<file path="src/rtl/cpu_step_controller.sv">
// cpu_step_controller
//   Single-clock enable generator and debug-step controller for the 16-bit pipelined CPU.
//   Pipeline registers run on CLK and load only when cpu_ce=1. The supported modes are free-run,
//   programmable divide, debounced single-step, and run-to-breakpoint with step-over resume.
//   The block also counts executed (enabled) cycles for the debug display.
//
// Ports
//   CLK         system clock, all state on the rising edge
//   RST         asynchronous active-low reset
//   mode        00 free-run, 01 divided, 10 single-step, 11 run-to-breakpoint
//   div_ratio   divided mode: one enable every div_ratio+1 cycles
//   button      raw active-low push button (asynchronous)
//   bp_en       breakpoint enable
//   bp_addr     breakpoint address
//   pc          current fetch-stage PC
//   cpu_ce      pipeline clock enable
//   halted      high while stopped at a breakpoint
//   btn_pulse   one-cycle debounced press event
//   step_count  number of cycles with cpu_ce=1 (wraps)
module cpu_step_controller #(
   parameter int unsigned DIV_W           = 8,
   parameter int unsigned DEBOUNCE_CYCLES = 50000,
   parameter int unsigned PC_W            = 16,
   parameter int unsigned CNT_W           = 32
) (
   input  logic             CLK,
   input  logic             RST,
   input  logic [1:0]       mode,
   input  logic [DIV_W-1:0] div_ratio,
   input  logic             button,
   input  logic             bp_en,
   input  logic [PC_W-1:0]  bp_addr,
   input  logic [PC_W-1:0]  pc,
   output logic             cpu_ce,
   output logic             halted,
   output logic             btn_pulse,
   output logic [CNT_W-1:0] step_count
);

   localparam int unsigned DebW = (DEBOUNCE_CYCLES > 2) ? $clog2(DEBOUNCE_CYCLES) : 1;
   localparam logic [DebW-1:0] DebLast = DebW'(DEBOUNCE_CYCLES - 1);

   typedef enum logic [1:0] {
      StRun,
      StHalt,
      StStepOver
   } state_e;

   // ---------------------------------------------------------------------------
   // Button synchroniser and debouncer
   // ---------------------------------------------------------------------------
   logic            sync1_q, sync2_q;
   logic            stable_q, stable_d;
   logic [DebW-1:0] deb_cnt_q, deb_cnt_d;
   logic            btn_pulse_q, btn_pulse_d;

   always_comb begin
      stable_d  = stable_q;
      deb_cnt_d = '0;
      if (sync2_q != stable_q) begin
         // Accept the new level only after it has differed for DEBOUNCE_CYCLES cycles in a row
         if (deb_cnt_q == DebLast) begin
            stable_d = sync2_q;
         end else begin
            deb_cnt_d = deb_cnt_q + DebW'(1);
         end
      end
      // Press is a 1->0 transition of the debounced level; release makes no event
      btn_pulse_d = stable_q & ~stable_d;
   end

   always_ff @(posedge CLK or negedge RST) begin
      if (!RST) begin
         sync1_q     <= 1'b1;
         sync2_q     <= 1'b1;
         stable_q    <= 1'b1;
         deb_cnt_q   <= '0;
         btn_pulse_q <= 1'b0;
      end else begin
         sync1_q     <= button;
         sync2_q     <= sync1_q;
         stable_q    <= stable_d;
         deb_cnt_q   <= deb_cnt_d;
         btn_pulse_q <= btn_pulse_d;
      end
   end

   assign btn_pulse = btn_pulse_q;

   // ---------------------------------------------------------------------------
   // Enable request, divider and breakpoint state machine
   // ---------------------------------------------------------------------------
   logic              ce_req_q, ce_req_d;
   logic [DIV_W-1:0]  div_cnt_q, div_cnt_d;
   state_e            state_q, state_d;
   logic              halted_q, halted_d;
   logic              bp_hit;
   logic [CNT_W-1:0]  step_count_q;

   assign bp_hit = (mode == 2'b11) & bp_en & (pc == bp_addr) & (state_q == StRun);
   assign cpu_ce = ce_req_q & ~bp_hit;

   always_comb begin
      ce_req_d  = 1'b0;
      div_cnt_d = '0;
      state_d   = StRun;
      case (mode)
         2'b00: ce_req_d = 1'b1;
         2'b01: begin
            // >= so that a smaller ratio written mid-count fires immediately
            if (div_cnt_q >= div_ratio) begin
               ce_req_d = 1'b1;
            end else begin
               div_cnt_d = div_cnt_q + DIV_W'(1);
            end
         end
         2'b10: ce_req_d = btn_pulse_q;
         default: begin
            case (state_q)
               StRun: begin
                  // Entering HALT must not carry a stale enable into the first halted cycle,
                  // where bp_hit no longer masks it.
                  if (bp_hit) begin
                     state_d  = StHalt;
                     ce_req_d = 1'b0;
                  end else begin
                     ce_req_d = 1'b1;
                  end
               end
               StHalt: begin
                  if (btn_pulse_q) begin
                     state_d  = StStepOver;
                     ce_req_d = 1'b1;
                  end else begin
                     state_d  = StHalt;
                  end
               end
               StStepOver: begin
                  // bp_hit is masked here, so this single enable moves past bp_addr
                  state_d  = StRun;
                  ce_req_d = 1'b1;
               end
               default: begin
                  state_d  = StRun;
                  ce_req_d = 1'b0;
               end
            endcase
         end
      endcase
      halted_d = (state_d == StHalt);
   end

   always_ff @(posedge CLK or negedge RST) begin
      if (!RST) begin
         ce_req_q     <= 1'b0;
         div_cnt_q    <= '0;
         state_q      <= StRun;
         halted_q     <= 1'b0;
         step_count_q <= '0;
      end else begin
         ce_req_q  <= ce_req_d;
         div_cnt_q <= div_cnt_d;
         state_q   <= state_d;
         halted_q  <= halted_d;
         if (cpu_ce) begin
            step_count_q <= step_count_q + CNT_W'(1);
         end
      end
   end

   assign halted     = halted_q;
   assign step_count = step_count_q;

endmodule

</file>
<file path="config.mk">
export PLATFORM = sky130hd
export DESIGN_NAME = cpu_step_controller
export DESIGN_NICKNAME = d
export VERILOG_FILES = /design/src/rtl/cpu_step_controller.sv
export SDC_FILE = /design/constraint.sdc
export NUM_CORES = 1
export LEC_CHECK = 0
export CORE_ASPECT_RATIO = 0.5
export CORE_MARGIN = 5
export CORE_UTILIZATION = 36
export CTS_CLUSTER_DIAMETER = 40
export DETAILED_ROUTE_END_ITERATION = 8
export GPL_TIMING_DRIVEN = 0
export SLEW_MARGIN = 10
export SYNTH_ARGS = -nofsm -noshare
export SYNTH_HDL_FRONTEND = slang
export SYNTH_SLANG_ARGS = --single-unit
</file>
<file path="constraint.sdc">
create_clock -name CLK -period 4.8 [get_ports CLK]
set_input_delay 0.96 -clock CLK [delete_from_list [all_inputs] [get_ports CLK]]
set_output_delay 0.96 -clock CLK [all_outputs]
set_load 0.01 [all_outputs]
</file>
# --- After elaboration in Yosys (flattened, before gate mapping) ---
# Index checks and enable logic that the tools add are counted.
word_totals:
  ff_bits: 64
  inputBits: 46
  output_inout_bits: 35
  wordCells: 48
op_classes:
  addsub: 3
  bitwise: 7
  n_eq_ne: 9
  order_cmp: 1
  n_reduce_logical: 3
  muxes: 15
op_table:
  columns: ["op", "count"]
  rows:
  - ["$add 32x1->32 const B", 1]
  - ["$mux 16", 2]
  - ["$add 16x1->16 const B", 1]
  - ["$eq 16x16->1", 1]
  - ["$eq 16x16->1 const B", 1]
  - ["$mux 8", 2]
  - ["$add 8x1->8 const B", 1]
  - ["$ge 8x8->1", 1]
  - ["$eq 2x1->1 const B", 3]
  - ["$eq 2x2->1 const B", 3]
  - ["$mux 1", 6]
  - ["$pmux 1 s3", 2]
  - ["$and 1x1->1", 5]
  - ["$logic_not 2->1", 2]
  - ["$mux 2", 2]
  - ["$pmux 2 s2", 1]
  - ["$reduce_or 3->1", 1]
  - ["$not 1->1", 2]
  - ["$ne 1x1->1", 1]

# --- Logic depth before layout (Yosys ltp) ---
# Gate-level depths: netlist of run 1.
logic_depth:
  depth_word: 8
  ltp_mapped: 7
  ltp_nobuf: 7

# --- Least setup slack after synthesis of run 1 ---
# Ideal clock, no wire load.
synth_timing:
  kind: "input port to output port"
  start: "in bp_addr[1]"
  end: "out cpu_ce"
  required_ps: 3840
  path_buffers: 0
  path_stages: 5
  setup_slack_ps: 1918
  arrival_time_ps: 1922
  cell_sequence: "xor2_1 -> nor4_1 -> nand3_2 -> o21ai_2 -> inv_1"
synth_between:
  elab_chain_cells: 5
synth_lines:
  columns: ["element", "line", "text"]
  rows:
  - ["start, declared", "32", "input logic [PC_W-1:0] bp_addr,"]
  - ["$eq 16x16->1", "100", "assign bp_hit = (mode == 2'b11) & bp_en & (pc == bp_addr) & (state_q == StRun);"]
  - ["$and 1x1->1 (2 in a row)", "100", null]
  - ["$not 1->1", "101", "assign cpu_ce = ce_req_q & ~bp_hit;"]
  - ["$and 1x1->1", "101", null]
  - ["end, declared", "34", "output logic cpu_ce,"]
# No other way between the ends.

# --- Worst setup path in the final report of run 1 ---
# Same ends and word-level chain as after synthesis.

==> results.toml, run 1 <==
[drt]
drtIter0Drc = 123
drc_errors = 0
viasPerCell = 4.90
met3WireLength_um = 283
wl_per_cell_um = 14.4
wl_met1_mm = 3.51
wirelength_mm = 8.05
antenna_left = 0
top_layer_used = "met4"
vias = 2733
route.met2.wl_mm = 4.10
drt-pass1-iter-count = 4

[sta]
period_needed_ns = 3.89
skew_ns = 0.00469
worst_slew_pin_slew_ns = 0.781
max_slew_margin_pct = 47.9
tns_ns = 0
grt_setup_unrepaired = "false"
fmax_mhz = 257
finalHoldViolations = 0
finalSetupViolCount = 0
post-route-period-util_pct = 81.0
finalMaxSlewViolations = 0
fin_ws_ns = 0.913

[finish]
area_growth_pct = 37.0
drive_above_1_share_pct = 11.3
num_antenna_cells = 0
final_cell_mix = "clkdlybuf4s50_1 (79), dfrtp_1 (61), xnor2_1 (39), xor2_1 (29), nor2_1 (28)"
final_common_cell = "clkdlybuf4s50_1"
nNetsFinal = 475

[floorplan]
initial_utilization_pct = 37.1
dieArea_sq_mm = 0.0120
num_rows = 25
die_x_um = 150
die_h_um = 79.9
core_sq_mm = 0.00948
io_pins = 81

[critical_path]
worstSetupPathType = "input pin to primary output"
start_kind = "input pin"
cp_max_fo = 4
cp-end-kind = "primary output"
arrival_ns = 2.93
worstPathRequired_ns = 3.84

[cts]
clk_latency_ns = 0.33
cts.sinks = 64
cts_inserted_buffers = 9
cts_max_level = 3
cts_tree = "yes"
clk_pin_slew_worst_paths_ns = 0.05
cts_hold_buf = 0
cts-root-buf = "clkbuf_16"
cts_setup_buffers = 0
post_cts_resized = 0
clk_path_buf_depth = 2

[synth]
ys_seq_elements = 64
yosys-top-cells-area = "dfrtp_1 (43%), xnor2_1 (9.7%), xor2_1 (7.2%), ha_1 (3.9%), o2111ai_2 (3.4%)"
ys_dominant_reg_cell = "dfrtp_1"
ys_seq_area_share_pct = 45.6
postSynth.asyncResetShare_pct = 100
yosysTopAreaCell = "dfrtp_1"
synth_mux_area_share_pct = 0.640
synth_nets = 384
syn_area_sq_mm = 0.00352
yosysWarnings = 0
synth_area_per_cell_sq_um = 10.8
synth_top_family_by_area = "simple AND/OR/NAND/NOR gates"
synthCells = 327
synthSimpleGateAreaFrac_pct = 17.8
synth_edf_count = 0
synthXorXnorAreaFrac_pct = 16.9
yosys.area.top_type_share_pct = 43.4
yosysUniqueCellTypes = 42
synth-compound-area-share_pct = 11.5
synthAdderAreaFrac_pct = 3.91

[power]
peakVddDrop_uv = 162
power_density_mw_per_mm2 = 335
p_leak_uw = 0.00204
p_total_uw = 1620

[flow_run]
cap_violations = 0

[placed_design]
gp_congestion = 0.806
dp.final_hpwl_mm = 6.10
numPortBuffers = 80
pre_cts_ws_ns = 0.889

[global_routing]
antenna_found_initial = 0
grt_pass1_vias = 2837
grt_use_total_pct = 14.2
grt_max_degree = 65
grt_pass1_wl_mm = 13.5
overflow = 0

[outcome]
outcome = "completed"

[hold_path]
hold_path.class = "flop to flop"
[through the flow]
step                instances  util [%]  area [sq um]  hold slack, ns
global placement          542      47.4          4490           0.346
finish                    558      50.9          4820           0.353
detailed placement        542      47.3          4490           0.348
floorplan                 327         -          3520           0.345
CTS                       558      50.9          4820           0.355
global route              558      50.9          4820           0.361
[per-layer routing]
| metal | vias to the layer above | GRT usage, % |
|---|---|---|
| met4 | 0 | 5.66 |
| met1 | 1327 | 16.4 |
| li1 | 1345 | - |
| met3 | 13 | 3.52 |
| met2 | 48 | 25.4 |
| met5 | - | 0 |
[worst max-delay path, cell delays in order]
cell             delay, ns
clkdlybuf4s50_1       0.41
xor2_1                0.18
nor4_1                0.36
nand3_2               0.22
o21ai_2               0.25
inv_1                 0.06
clkdlybuf4s50_1       0.47
[cell families after synthesis]
kind of cell	Yosys count
AND/OR/NAND/NOR	116
AO/OA/AOI/OAI	41
flip-flops	64
XOR/XNOR	68
multiplexers	2
adder cells (fa/ha/maj)	11
buffers and inverters	25
[registers in the layout (all words and copies together), names as in the netlist]
signal	flops
step_count	32
deb_cnt_q	16
div_cnt_q	8
state_q	2
btn_pulse	1
ce_req_q	1
halted	1
stable_q	1
sync1_q	1
sync2_q	1
[layout make-up]
class / instances / area, sq um
plain buffers: 11 / 73.8
fillers: 835 / 4660
inverters: 14 / 52.6
well taps: 135 / 169
multi-input cells: 238 / 1790
repair buffers: 80 / 798
clock buffers: 14 / 274
flip-flops and latches: 64 / 1610
clock inverters: 2 / 60.1
[synth_stat cells, drive strengths merged, types with 2 or more instances]
library cell	n
a211oi	2
and2	8
and3	17
and4	3
buf	9
clkbuf	2
dfrtp	61
dfstp	3
ha	11
inv	14
mux2	2
nand2	12
nand2b	3
nand3	16
nand4	5
nor2	28
nor2b	3
nor3	8
nor3b	2
nor4	9
nor4b	2
o2111ai	18
o211ai	9
o21ai	5
o22ai	2
xnor2	39
xor2	29
[power breakdown]
part	switching, uW	internal, uW	total [uW]
Combinational	124	141	265
Clock	222	497	719
Sequential	54.0	577	631
Total	400	1220	1620
[worst paths after layout]
check | start | to | slack, ns | depth (start not counted)
max | bp_addr[1] | cpu_ce | 0.91 | 7
min in group asynchronous | RST | div_cnt_q[0] | 0.71 | 1
min reg2reg | sync1_q | sync2_q | 0.35 | 0
max in group asynchronous | RST | step_count[28] | 3.57 | 1
max reg2reg | div_cnt_q[0] | ce_req_q | 2.72 | 7
min | sync1_q | sync2_q | 0.35 | 0
(Power assumes the default switching activity.)
==> run 2, diff against run 1 <==
clock period = 3.9 ns   (was 4.8 ns; I/O delays follow)
==> results of run 2 <==
Same layout as run 1 (identical final DEF). Status: completed.
Main changes from that run: setup slack after placement 0.889 ns -> 0.349 ns; setup slack after layout 0.913 ns -> 0.373 ns; register-to-register setup slack 2.72 ns -> 1.82 ns; total power 1620 uW -> 1990 uW; worst IR drop on VDD 162 uV -> 199 uV
